File: src/rtl/mc_controller_pkg.sv
// Shared encodings for the multicycle control unit: FSM state codes, datapath
// mux selects, ALU control and data-processing opcodes.
package mc_controller_pkg;

  localparam logic [3:0] S_FETCH    = 4'd0;
  localparam logic [3:0] S_DECODE   = 4'd1;
  localparam logic [3:0] S_MEMADR   = 4'd2;
  localparam logic [3:0] S_MEMREAD  = 4'd3;
  localparam logic [3:0] S_MEMWB    = 4'd4;
  localparam logic [3:0] S_MEMWRITE = 4'd5;
  localparam logic [3:0] S_EXECUTER = 4'd6;
  localparam logic [3:0] S_EXECUTEI = 4'd7;
  localparam logic [3:0] S_ALUWB    = 4'd8;
  localparam logic [3:0] S_BRANCH   = 4'd9;

  localparam logic [1:0] OP_DP  = 2'b00;
  localparam logic [1:0] OP_MEM = 2'b01;
  localparam logic [1:0] OP_BR  = 2'b10;
  localparam logic [1:0] OP_NOP = 2'b11;

  localparam logic [1:0] SRCB_WD   = 2'b00;
  localparam logic [1:0] SRCB_IMM  = 2'b01;
  localparam logic [1:0] SRCB_FOUR = 2'b10;

  localparam logic [1:0] RES_ALUOUT = 2'b00;
  localparam logic [1:0] RES_DATA   = 2'b01;
  localparam logic [1:0] RES_ALU    = 2'b10;

  localparam logic [1:0] IMM_DP  = 2'b00;
  localparam logic [1:0] IMM_MEM = 2'b01;
  localparam logic [1:0] IMM_BR  = 2'b10;

  localparam logic [1:0] ALU_ADD = 2'b00;
  localparam logic [1:0] ALU_SUB = 2'b01;
  localparam logic [1:0] ALU_AND = 2'b10;
  localparam logic [1:0] ALU_ORR = 2'b11;

  localparam logic [3:0] DP_ADD = 4'b0100;
  localparam logic [3:0] DP_SUB = 4'b0010;
  localparam logic [3:0] DP_AND = 4'b0000;
  localparam logic [3:0] DP_ORR = 4'b1100;

  // Writing R15 in writeback redirects the PC.
  function automatic logic is_pc_dest(input logic [3:0] rd);
    return rd == 4'd15;
  endfunction

endpackage

File: src/rtl/mc_controller_alu_dec.sv
// Data-processing decoder: Funct[4:0] -> ALU control, legal flag and
// flag-write enables before CondEx gating. Shared with the single-cycle path.
module alu_dec
  import mc_controller_pkg::*;
(
  input  logic [4:0] i_funct,
  output logic [1:0] o_alu_control,
  output logic       o_legal,
  output logic [1:0] o_flag_w
);

  logic w_arith;

  always_comb begin
    o_alu_control = ALU_ADD;
    o_legal       = 1'b1;
    w_arith       = 1'b0;
    case (i_funct[4:1])
      DP_ADD: begin
        o_alu_control = ALU_ADD;
        w_arith       = 1'b1;
      end
      DP_SUB: begin
        o_alu_control = ALU_SUB;
        w_arith       = 1'b1;
      end
      DP_AND:  o_alu_control = ALU_AND;
      DP_ORR:  o_alu_control = ALU_ORR;
      default: o_legal       = 1'b0;
    endcase
  end

  // S bit updates NZ for every legal op; CV only for the arithmetic ones.
  assign o_flag_w[1] = i_funct[0] & o_legal;
  assign o_flag_w[0] = i_funct[0] & o_legal & w_arith;

endmodule

File: src/rtl/mc_controller.sv
// Multicycle control unit: one state register sequencing FETCH/DECODE/
// execute/writeback over a shared ALU and unified memory port.
module mc_controller
  import mc_controller_pkg::*;
(
  input  logic       clk,
  input  logic       reset,
  input  logic [1:0] Op,
  input  logic [5:0] Funct,
  input  logic [3:0] Rd,
  input  logic       CondEx,
  input  logic       MemReady,
  output logic       PCWrite,
  output logic       AdrSrc,
  output logic       IRWrite,
  output logic       RegWrite,
  output logic       MemWrite,
  output logic       ALUSrcA,
  output logic [1:0] ALUSrcB,
  output logic [1:0] ResultSrc,
  output logic [1:0] ImmSrc,
  output logic [1:0] RegSrc,
  output logic [1:0] ALUControl,
  output logic [1:0] FlagWrite,
  output logic [3:0] State
);

  logic [3:0] r_state;
  logic [3:0] w_next_state;
  logic [1:0] w_dec_alu_control;
  logic       w_dec_legal;
  logic [1:0] w_dec_flag_w;
  logic       w_pc_write;
  logic       w_ir_write;
  logic       w_reg_write;
  logic       w_mem_write;
  logic [1:0] w_flag_write;

  alu_dec u_alu_dec (
    .i_funct       (Funct[4:0]),
    .o_alu_control (w_dec_alu_control),
    .o_legal       (w_dec_legal),
    .o_flag_w      (w_dec_flag_w)
  );

  always_ff @(posedge clk) begin
    if (reset) r_state <= S_FETCH;
    else       r_state <= w_next_state;
  end

  always_comb begin
    w_next_state = S_FETCH;
    case (r_state)
      S_FETCH:    w_next_state = MemReady ? S_DECODE : S_FETCH;
      S_DECODE: begin
        case (Op)
          OP_DP:   w_next_state = Funct[5] ? S_EXECUTEI : S_EXECUTER;
          OP_MEM:  w_next_state = S_MEMADR;
          OP_BR:   w_next_state = S_BRANCH;
          default: w_next_state = S_FETCH;
        endcase
      end
      S_MEMADR:   w_next_state = Funct[0] ? S_MEMREAD : S_MEMWRITE;
      S_MEMREAD:  w_next_state = MemReady ? S_MEMWB : S_MEMREAD;
      S_MEMWB:    w_next_state = S_FETCH;
      S_MEMWRITE: w_next_state = MemReady ? S_FETCH : S_MEMWRITE;
      S_EXECUTER: w_next_state = S_ALUWB;
      S_EXECUTEI: w_next_state = S_ALUWB;
      S_ALUWB:    w_next_state = S_FETCH;
      S_BRANCH:   w_next_state = S_FETCH;
      default:    w_next_state = S_FETCH;
    endcase
  end

  // Datapath selects and ungated-by-reset write enables.
  always_comb begin
    AdrSrc       = 1'b0;
    ALUSrcA      = 1'b0;
    ALUSrcB      = SRCB_WD;
    ResultSrc    = RES_ALUOUT;
    ALUControl   = ALU_ADD;
    w_pc_write   = 1'b0;
    w_ir_write   = 1'b0;
    w_reg_write  = 1'b0;
    w_mem_write  = 1'b0;
    w_flag_write = 2'b00;
    case (r_state)
      S_FETCH: begin
        ALUSrcA    = 1'b1;
        ALUSrcB    = SRCB_FOUR;
        ResultSrc  = RES_ALU;
        w_ir_write = MemReady;
        w_pc_write = MemReady;
      end
      S_DECODE: begin
        ALUSrcA   = 1'b1;
        ALUSrcB   = SRCB_FOUR;
        ResultSrc = RES_ALU;
      end
      S_MEMADR: begin
        ALUSrcB = SRCB_IMM;
      end
      S_MEMREAD: begin
        AdrSrc    = 1'b1;
        ResultSrc = RES_ALUOUT;
      end
      S_MEMWB: begin
        ResultSrc   = RES_DATA;
        w_reg_write = CondEx;
        w_pc_write  = CondEx & is_pc_dest(Rd);
      end
      S_MEMWRITE: begin
        AdrSrc      = 1'b1;
        w_mem_write = CondEx;
      end
      S_EXECUTER, S_EXECUTEI: begin
        ALUSrcB      = (r_state == S_EXECUTEI) ? SRCB_IMM : SRCB_WD;
        ALUControl   = w_dec_alu_control;
        w_flag_write = w_dec_flag_w & {2{CondEx}};
      end
      S_ALUWB: begin
        ResultSrc   = RES_ALUOUT;
        w_reg_write = CondEx & w_dec_legal;
        w_pc_write  = CondEx & w_dec_legal & is_pc_dest(Rd);
      end
      S_BRANCH: begin
        ALUSrcB    = SRCB_IMM;
        ResultSrc  = RES_ALU;
        w_pc_write = CondEx;
      end
      default: ;
    endcase
  end

  always_comb begin
    case (Op)
      OP_MEM:  ImmSrc = IMM_MEM;
      OP_BR:   ImmSrc = IMM_BR;
      default: ImmSrc = IMM_DP;
    endcase
  end

  assign RegSrc = {(Op == OP_MEM) & ~Funct[0], (Op == OP_BR)};

  // Reset suppresses every architectural write, whatever the state.
  assign PCWrite   = w_pc_write  & ~reset;
  assign IRWrite   = w_ir_write  & ~reset;
  assign RegWrite  = w_reg_write & ~reset;
  assign MemWrite  = w_mem_write & ~reset;
  assign FlagWrite = w_flag_write & {2{~reset}};
  assign State     = r_state;

endmodule

File: config.mk
export PLATFORM = sky130hd
export DESIGN_NAME = mc_controller
export DESIGN_NICKNAME = d
export VERILOG_FILES = /design/src/rtl/mc_controller_pkg.sv /design/src/rtl/mc_controller_alu_dec.sv /design/src/rtl/mc_controller.sv
export SDC_FILE = /design/constraint.sdc
export NUM_CORES = 1
export LEC_CHECK = 0
export BUFFER_PORTS_ARGS = -buffer_cell sky130_fd_sc_hd__buf_2
export CORE_UTILIZATION = 43
export CTS_BUF_LIST = sky130_fd_sc_hd__clkbuf_4 sky130_fd_sc_hd__clkbuf_8 sky130_fd_sc_hd__clkbuf_16
export CTS_CLUSTER_DIAMETER = 80
export CTS_CLUSTER_SIZE = 20
export DETAILED_ROUTE_END_ITERATION = 7
export PLACE_DENSITY = 0.82
export SLEW_MARGIN = 5
export SYNTH_ARGS = -nofsm -noshare
export SYNTH_HDL_FRONTEND = slang
export SYNTH_SLANG_ARGS = --single-unit
File: constraint.sdc
create_clock -name clk -period 2.7 [get_ports clk]
set_clock_uncertainty 0.05 [all_clocks]
set_input_delay 0.27 -clock clk [delete_from_list [all_inputs] [get_ports clk]]
set_output_delay 0.27 -clock clk [all_outputs]
set_load 0.01 [all_outputs]
==> flow_metrics.tcl <==
set metrics [dict create \
    status "finished, final reports clean" \
    num_antenna_cells 0 \
    synth_cells 77 \
    crit_fanout 17 \
    period_share 0.773 \
    rows 12 \
    fin_setup_tns_ps 0 \
    die-area_sq_mm 0.00146 \
    use_met3 0.0349 \
    grt_pass1_wl_mm 2.22 \
    crit_type "flip-flop to primary output" \
    antenna_found_initial 0 \
    drt-vias-per-instance 5.33 \
    grt_use_met1 0.272 \
    numCtsBuffers 3 \
    avgSynthCellArea_sq_um 7.33 \
    worst_pin_slew_ps 584 \
    crit_buf_inv 1 \
    root_buffer "clkbuf_4" \
    cp-end-kind "primary output" \
    htreeDepth 1 \
    largest_reg_flops 4 \
    drc 0 \
    rrSetupSlack_ps 1180 \
    setup_viol 0 \
    cts_resized 0 \
    fin_nets 130 \
    rsz0062_at_grt "false" \
    cts_num_sinks 4 \
    track_usage 0.214 \
    synth-seq-area-share 0.142 \
    power_density_mw_per_mm2 328 \
    ff_latch_area_sq_um 80.1 \
    reg2reg_depth 4 \
    initial_core_util 0.488 \
    grt_busiest_layer "met2" \
    fin_crit_ps 2090 \
    wl_per_cell_um 11.0 \
    hold_path_class "input pin to flip-flop" \
    reg2reg_to "State[2]$_SDFF_PP0_" \
    multi_input_area_sq_um 419 \
    hold_viol 0 \
    critPathSlowestCell "dfxtp_1" \
    fmaxAchievable_mhz 479 \
    die_x_um 38.2 \
    io_buffer_count 37 \
    ys_warn_count 0 \
    cts_buffer_depth 2 \
    grt_pass1_vias 553 \
    drt-pass1-iter-count 2 \
    irDropWorstVdd_mv 0.250 \
    syn-num-nets 93 \
    hold_start "Op[1]" \
    r2r-start "State[0]$_SDFF_PP0_" \
    synth-async-reset-ratio 0 \
    arrival_ps 1770 \
    num-fill-cells 105 \
    clk_pin_slew_ps 30 \
    crit_chain "nand2b_2 -> nor3_1 -> a221oi_2 -> o211a_1 -> buf_2" \
    maxCapViolations 0 \
    post_cts_buffers 0 \
    drive_gt1_frac 0.411 \
    area_delta_synth_final_pct 31.7 \
    via_count 672 \
    dr.first_iter.drc_count 4 \
    dpl.cell_count 123 \
    clock_latency_ps 230 \
    cts_hold_buf 0 \
    synth_edf_count 0 \
    core_area_sq_mm 0.00116 \
    power_leakage_nw 0.375 \
    pin_count 38 \
    ys_seq_elements 4 \
    hold_depth 3 \
    gp_congestion 0.771 \
    cp-start-kind "flip-flop" \
    slew_headroom 0.610 \
    max_stage_delay_ps 680 \
    place_hpwl_mm 1.09 \
    final_cell_count_no_fill 126 \
    die_h_um 38.2 \
    grt_remaining_overflow 0 \
    hold-path-endpoint "State[3]$_SDFF_PP0_" \
    cts_tree "built" \
    path_delay_family "flip-flops" \
    fin_util 0.643 \
    routed_wl_mm 1.38 \
    synth_cell_types 36 \
    required_ps 2380 \
    met2_usage 0.343 \
    grt_max_degree 18 \
    synth_flop_cell "dfxtp_1" \
    postRouteAntennaNets 0 \
    maxSlewViolCount 0 \
    syn_area_sq_um 564 \
]
-- cells by family (layout without fill, tap and decap cells) --
family / after synthesis / after routing / synth area share
compound gates: 19 / 19 / 0.251
xor+xnor: 3 / 3 / 0.0466
buf+inv: 10 / 45 / 0.115
flops: 4 / 4 / 0.142
simple gates: 41 / 41 / 0.446
-- power breakdown --
part	total, mW	internal (mW)	switching, mW
Sequential	0.0793	0.0632	0.0161
Combinational	0.0928	0.0460	0.0467
Clock	0.0718	0.0496	0.0223
Total	0.244	0.159	0.0851
-- cell usage after synthesis, drive strengths merged, types with 3 or more instances --
| cell type | instances | area, sq um |
|---|---|---|
| nor4 | 3 | 25.0 |
| a211oi | 3 | 22.5 |
| nor3 | 7 | 35.0 |
| a21oi | 4 | 20.0 |
| dfxtp | 4 | 80.1 |
| nor2b | 5 | 31.3 |
| nand2b | 5 | 43.8 |
| inv | 5 | 18.8 |
| buf | 5 | 46.3 |
| nor2 | 9 | 36.3 |
| and3 | 3 | 18.8 |
-- how the worst max path moves through the flow --
| stage | start | end | slack [ps] | cells past startpoint |
|---|---|---|---|---|
| floorplan | State[1]$_SDFF_PP0_ | FlagWrite[0] | 1180 | 4 |
| global placement | State[2]$_SDFF_PP0_ | PCWrite | 910 | 5 |
| detailed placement | State[2]$_SDFF_PP0_ | PCWrite | 870 | 5 |
| CTS | State[2]$_SDFF_PP0_ | PCWrite | 620 | 5 |
| global route | State[2]$_SDFF_PP0_ | FlagWrite[0] | 480 | 5 |
| finish | State[2]$_SDFF_PP0_ | PCWrite | 610 | 5 |
-- layer usage --
metal  up-vias  part of all wire
li1        359                 -
met1       301              0.46
met2        12              0.52
met3         0             0.022
met4         0                 0
met5         -                 0
-- through the flow --
step	setup slack (ps)	hold WS [ps]	area, sq um	total power, mW
finish	612	287	743	0.244
global route	483	305	743	0.264
CTS	618	277	743	0.250
detailed placement	873	525	721	0.173
global placement	905	525	721	0.171
floorplan	1180	359	564	0.140
-- layout by cell type, fill, tap and decap left out, types with 3 or more instances in the layout --
cell type / instances
a211oi_1: 3
a21oi_1: 4
and3_1: 3
buf_2: 37
clkbuf_4: 3
dfxtp_1: 4
inv_1: 5
nor2_1: 8
nor2b_1: 5
nor3_1: 7
-- worst min-delay path, cell delays in order --
cell and delay (ps):
buf_2 130, nand2_1 50, a21oi_1 60
-- layout make-up --
| class | count | share of cell area |
|---|---|---|
| clock buffer | 3 | 0.0303 |
| sequential | 4 | 0.108 |
| timing repair buffer | 37 | 0.249 |
| multi-input combinational | 63 | 0.564 |
| inverter | 5 | 0.0253 |
| tap | 14 | 0.0236 |
No activity file was read; power rests on OpenSTA's default activity.
